[src/rtl/free_list.sv]
// free_list: walks a linked card list in RAM, clearing each node and flagging unallocated revisits
module free_list (
  input  logic        clock,
  input  logic        reset,
  input  logic        enable,
  input  logic [9:0]  address,
  output logic        finished_freeing,
  output logic [9:0]  freed_count,
  output logic        free_error,
  output logic [9:0]  ram_address,
  output logic        ram_clock,
  output logic [31:0] ram_data,
  output logic        ram_wren,
  input  logic [31:0] ram_q
);
  typedef enum logic [2:0] {IDLE, ADDR, DATA, WRITE, DONE} state_t;
  state_t state, state_n;
  logic [9:0] next, next_n, addr_n, count_n;
  logic fin_n, err_n, wren_n;
  logic unused_bits;
  assign unused_bits = ^ram_q[30:10];
  assign ram_clock = clock;
  assign ram_data = '0;
  always_comb begin
    state_n = state;
    next_n = next;
    addr_n = ram_address;
    count_n = freed_count;
    fin_n = finished_freeing;
    err_n = free_error;
    wren_n = ram_wren;
    case (state)
      IDLE: if (enable) begin
        count_n = '0;
        err_n = 1'b0;
        if (address != '0) begin
          addr_n = address;
          fin_n = 1'b0;
          state_n = ADDR;
        end
      end
      ADDR: state_n = DATA;
      DATA: if (!ram_q[31]) begin
        err_n = 1'b1;
        state_n = DONE;
      end else begin
        next_n = ram_q[9:0];
        wren_n = 1'b1;
        state_n = WRITE;
      end
      WRITE: begin
        wren_n = 1'b0;
        count_n = freed_count + 10'd1;
        addr_n = next == '0 ? ram_address : next;
        state_n = next == '0 ? DONE : ADDR;
      end
      DONE: begin
        fin_n = 1'b1;
        state_n = IDLE;
      end
      default: state_n = IDLE;
    endcase
  end
  always_ff @(posedge clock) begin
    if (reset) begin
      state <= IDLE;
      next <= '0;
      ram_address <= '0;
      freed_count <= '0;
      finished_freeing <= 1'b1;
      free_error <= 1'b0;
      ram_wren <= 1'b0;
    end else begin
      state <= state_n;
      next <= next_n;
      ram_address <= addr_n;
      freed_count <= count_n;
      finished_freeing <= fin_n;
      free_error <= err_n;
      ram_wren <= wren_n;
    end
  end
endmodule

[config.mk]
export PLATFORM = sky130hd
export DESIGN_NAME = free_list
export DESIGN_NICKNAME = d
export VERILOG_FILES = /design/src/rtl/free_list.sv
export SDC_FILE = /design/constraint.sdc
export NUM_CORES = 1
export LEC_CHECK = 0
export CAP_MARGIN = 20
export CORE_MARGIN = 2
export CORE_UTILIZATION = 43
export CTS_CLUSTER_DIAMETER = 100
export CTS_CLUSTER_SIZE = 30
export DETAILED_ROUTE_END_ITERATION = 7
export GPL_ROUTABILITY_DRIVEN = 0
export PLACE_DENSITY = 0.91
export SYNTH_ARGS = -nofsm -noshare
export SYNTH_HDL_FRONTEND = slang
export SYNTH_SLANG_ARGS = --single-unit
[constraint.sdc]
create_clock -name clock -period 3.2 [get_ports clock]
set_clock_uncertainty 0.2 [all_clocks]
set_input_delay 0.48 -clock clock [delete_from_list [all_inputs] [get_ports clock]]
set_output_delay 0.48 -clock clock [all_outputs]
set_load 0.05 [all_outputs]
## Word-level counts from Yosys, hierarchy flattened

Index checks and enable logic that the tools add are counted.

| word-level totals | value |
|---|---|
| flip-flop bits (word level) | 36 |
| input bits | 45 |
| output and inout bits | 56 |

| operators by class | value |
|---|---|
| $add $sub $neg | 1 |
| eq/ne operators | 9 |
| multiplexer cells | 19 |
| reductions and logical operators | 14 |

Operators by type and width:

| kind | count |
|---|---|
| 2-to-1 mux 10 bit | 4 |
| case mux 10 bit (2 select lines) | 2 |
| 2-to-1 mux 3 bit | 4 |
| case mux 3 bit (4 select lines) | 1 |
| adder 10 x 1 -> 10 bit, second input constant | 1 |
| logical NOT 10 bit | 1 |
| inequality test 2 bit, second input constant | 5 |
| nonzero test 10 bit | 1 |
| AND reduction 2 bit | 4 |
| nonzero test 2 bit | 4 |
| == test 3 x 2 -> 1 bit, second input constant | 2 |
| case mux 1 bit (2 select lines) | 3 |
| AND reduction 3 bit | 2 |
| 2-to-1 mux 1 bit | 5 |
| AND reduction 4 bit | 1 |
| == test 3 x 1 -> 1 bit, second input constant | 1 |
| == test 3 bit, second input constant | 1 |
| logical NOT 3 bit | 1 |

## Depth between registers and ports, before layout

| logic depth | value |
|---|---|
| depth in word-level cells | 4 |
| mapped depth | 7 |
| depth with buffers taken out | 6 |

==> reports/qor.yml <==
yosys.cell_types.count: 37
worst_pin_slew_ns: 0.632
outcome: "finished clean"
p_seq_frac: 0.357
cap_violations: 0
hpwl_um: 3210
crit_slowest_cell: "dlygate4sd2_1"
first_global_vias: 1537
synth_top_family_by_area: "compound AO/OA/AOI/OAI gates"
start_util: 0.438
grt_overflow: 0
vdd_drop_max_uv: 246
ios: 101
cts.clk_slew.worst_paths_ns: 0.07
grt_start_max_net_pins: 37
routed_wl_um: 4350
synthXorXnorAreaFrac: 0
yosysSeqAreaShare: 0.353
postCtsSetupBuffers: 0
finalSetupTns_ns: 0
crit_path_max_fanout: 2
hold_path_class: "flip-flop to flip-flop"
fin_util: 0.532
cp_top_family: "buffers and inverters"
critPathKind: "clock port to output pin"
slew_headroom: 0.578
portBuffers: 47
power.internal_uw: 888
crit_chain: "clkbuf_8, clkbuf_8, dlygate4sd2_1"
pwr-share-comb: 0.287
syn_inst: 223
powerDensity_nw_per_um2: 571
via_per_inst: 5.10
critPathBufInv: 3
setup_viol: 0
final-max-slew-violation-count: 0
required_ns: 2.52
yosys_register_bits: 36
cpMostUsedCell: "clkbuf_8"
cpPeakStageDelay_ns: 0.41
syn_area_per_cell_um2: 9.16
switching_share: 0.372
clock_latency_ns: 0.39
synth_mux_area_frac: 0.0821
core_um2: 4660
cts_hold_buf: 0
synthAdderAreaFrac: 0.00613
die-area_um2: 5320
final_nets: 312
critPathCaptureType: "output pin"
cts_tree: "done"
vias: 1632
rsz0062_at_grt: "false"
first_iter_violations: 134
area_growth_pct: 21.3
die_w_um: 72.9
grt_usage: 0.172
remaining_drc_errors: 0
crit_arrival_ns: 2.23
syn_area_um2: 2040
p_leak_uw: 0.000961
firstDrtPassIters: 4
drtAntennaViolNets: 0
fp.dieH_um: 72.9
rows: 25
hold_violations: 0
wl_per_cell_um: 13.6
grt_pass1_wl_um: 6850
synth-compound-area-share: 0.193
cts_resized: 1
yosys_warnings: 0
power.switching_uw: 526
synth-simple-area-share: 0.177
holdWs_ns: 0.274
antenna_found_initial: 0
drive_gt1_frac: 0.154
p_clk_frac: 0.356
p_total_uw: 1410
start_kind: "clock port"
diodes: 0
## metrics by stage
| step | setup slack [ns] | instance area (µm²) | instances |
|---|---|---|---|
| 3_5_place_dp | 0.248 | 2340 | 310 |
| 2_1_floorplan | 0.753 | 2160 | 254 |
| 6_report | 0.285 | 2480 | 320 |
| 3_3_place_gp | 0.248 | 2340 | 310 |
| 4_1_cts | 0.279 | 2480 | 320 |
| 5_1_grt | 0.270 | 2480 | 320 |
## logic make-up after synthesis
group / count (synthesis)
simple gates: 75
fa+ha+maj: 1
flops: 36
compound gates: 45
mux: 16
other cells: 1
buf+inv: 49
## cells in the mapped netlist
cell type | number | area share
mux2_2 | 4 | 0.022
a21oi_1 | 15 | 0.037
o21ba_2 | 1 | 0.0049
and3_1 | 1 | 0.0031
o21ai_1 | 1 | 0.0024
a2111o_1 | 1 | 0.0055
a311oi_1 | 3 | 0.013
buf_4 | 36 | 0.13
dlymetal6s2s_1 | 1 | 0.0061
conb_1 | 1 | 0.0018
nor2b_1 | 2 | 0.0061
a221o_1 | 1 | 0.0049
ha_1 | 1 | 0.0061
nor2_1 | 16 | 0.029
dfxtp_1 | 36 | 0.35
a31oi_1 | 2 | 0.0061
dlygate4sd1_1 | 1 | 0.0043
buf_6 | 5 | 0.028
nor3_4 | 1 | 0.0080
a311oi_2 | 10 | 0.074
nor3_2 | 1 | 0.0049
or4b_1 | 1 | 0.0049
nor4_1 | 4 | 0.012
nor4_2 | 2 | 0.012
mux2_1 | 2 | 0.011
a21o_1 | 1 | 0.0037
inv_1 | 1 | 0.0018
nand3b_1 | 2 | 0.0074
nand3_1 | 8 | 0.020
nand4_1 | 1 | 0.0031
clkbuf_1 | 3 | 0.0055
a211oi_1 | 1 | 0.0037
nand2_1 | 36 | 0.066
a21oi_2 | 9 | 0.039
buf_2 | 1 | 0.0024
mux2i_1 | 10 | 0.049
clkbuf_8 | 1 | 0.0067
## area by class of cell
class,count,area [µm²]
fill,422,2180
multi-input combinational,169,1060
sequential,36,721
timing repair buffer,49,483
clock buffer,11,146
tap,54,67.6
inverter,1,3.75
## path summary, 6_finish.rpt
check / endpoint / slack [ns] / cells past startpoint / start
min: free_error / 0.27 / 2 / free_error
max: ram_clock / 0.29 / 3 / clock
max reg2reg: ram_address[1] / 1.08 / 5 / state[0]
min reg2reg: free_error / 0.27 / 2 / free_error
## placed cells by master (no fill, tap or decap), types with 8 or more instances in the layout
cell,Yosys,layout
clkdlybuf4s50_1,0,46
nand2_1,36,36
conb_1,1,32
a311oi_2,10,10
a21oi_1,15,15
clkbuf_8,1,10
nor2_1,16,16
a21oi_2,9,9
mux2i_1,10,10
dfxtp_1,36,36
nand3_1,8,8
## worst register-to-register path: stages, from the launching register on
cell	delay, ns
dfxtp_1	0.50
nand2_1	0.11
a31oi_1	0.22
o21ba_2	0.57
a21oi_1	0.19
a311oi_2	0.25
## metal layers
| metal | routed length [µm] | track usage |
|---|---|---|
| met2 | 2130 | 0.269 |
| met3 | 322 | 0.0773 |
| met1 | 1790 | 0.195 |
| met4 | 104 | 0.0947 |
| met5 | 0 | 0 |
## flip-flops by register name (all words and copies together), names as in the netlist
register	count
ram_wren	1
freed_count	10
state	3
free_error	1
ram_address	10
next	10
finished_freeing	1
## power by group through the flow
stage	registers, µW	clock network, µW	logic, µW
final	505	503	406
after global routing	508	538	429
after CTS	505	512	406
after detailed placement	515	72.1	406
after global placement	514	72.1	397
after floorplan	591	67.4	275
Note: power is estimated with default switching activity, not from simulation.
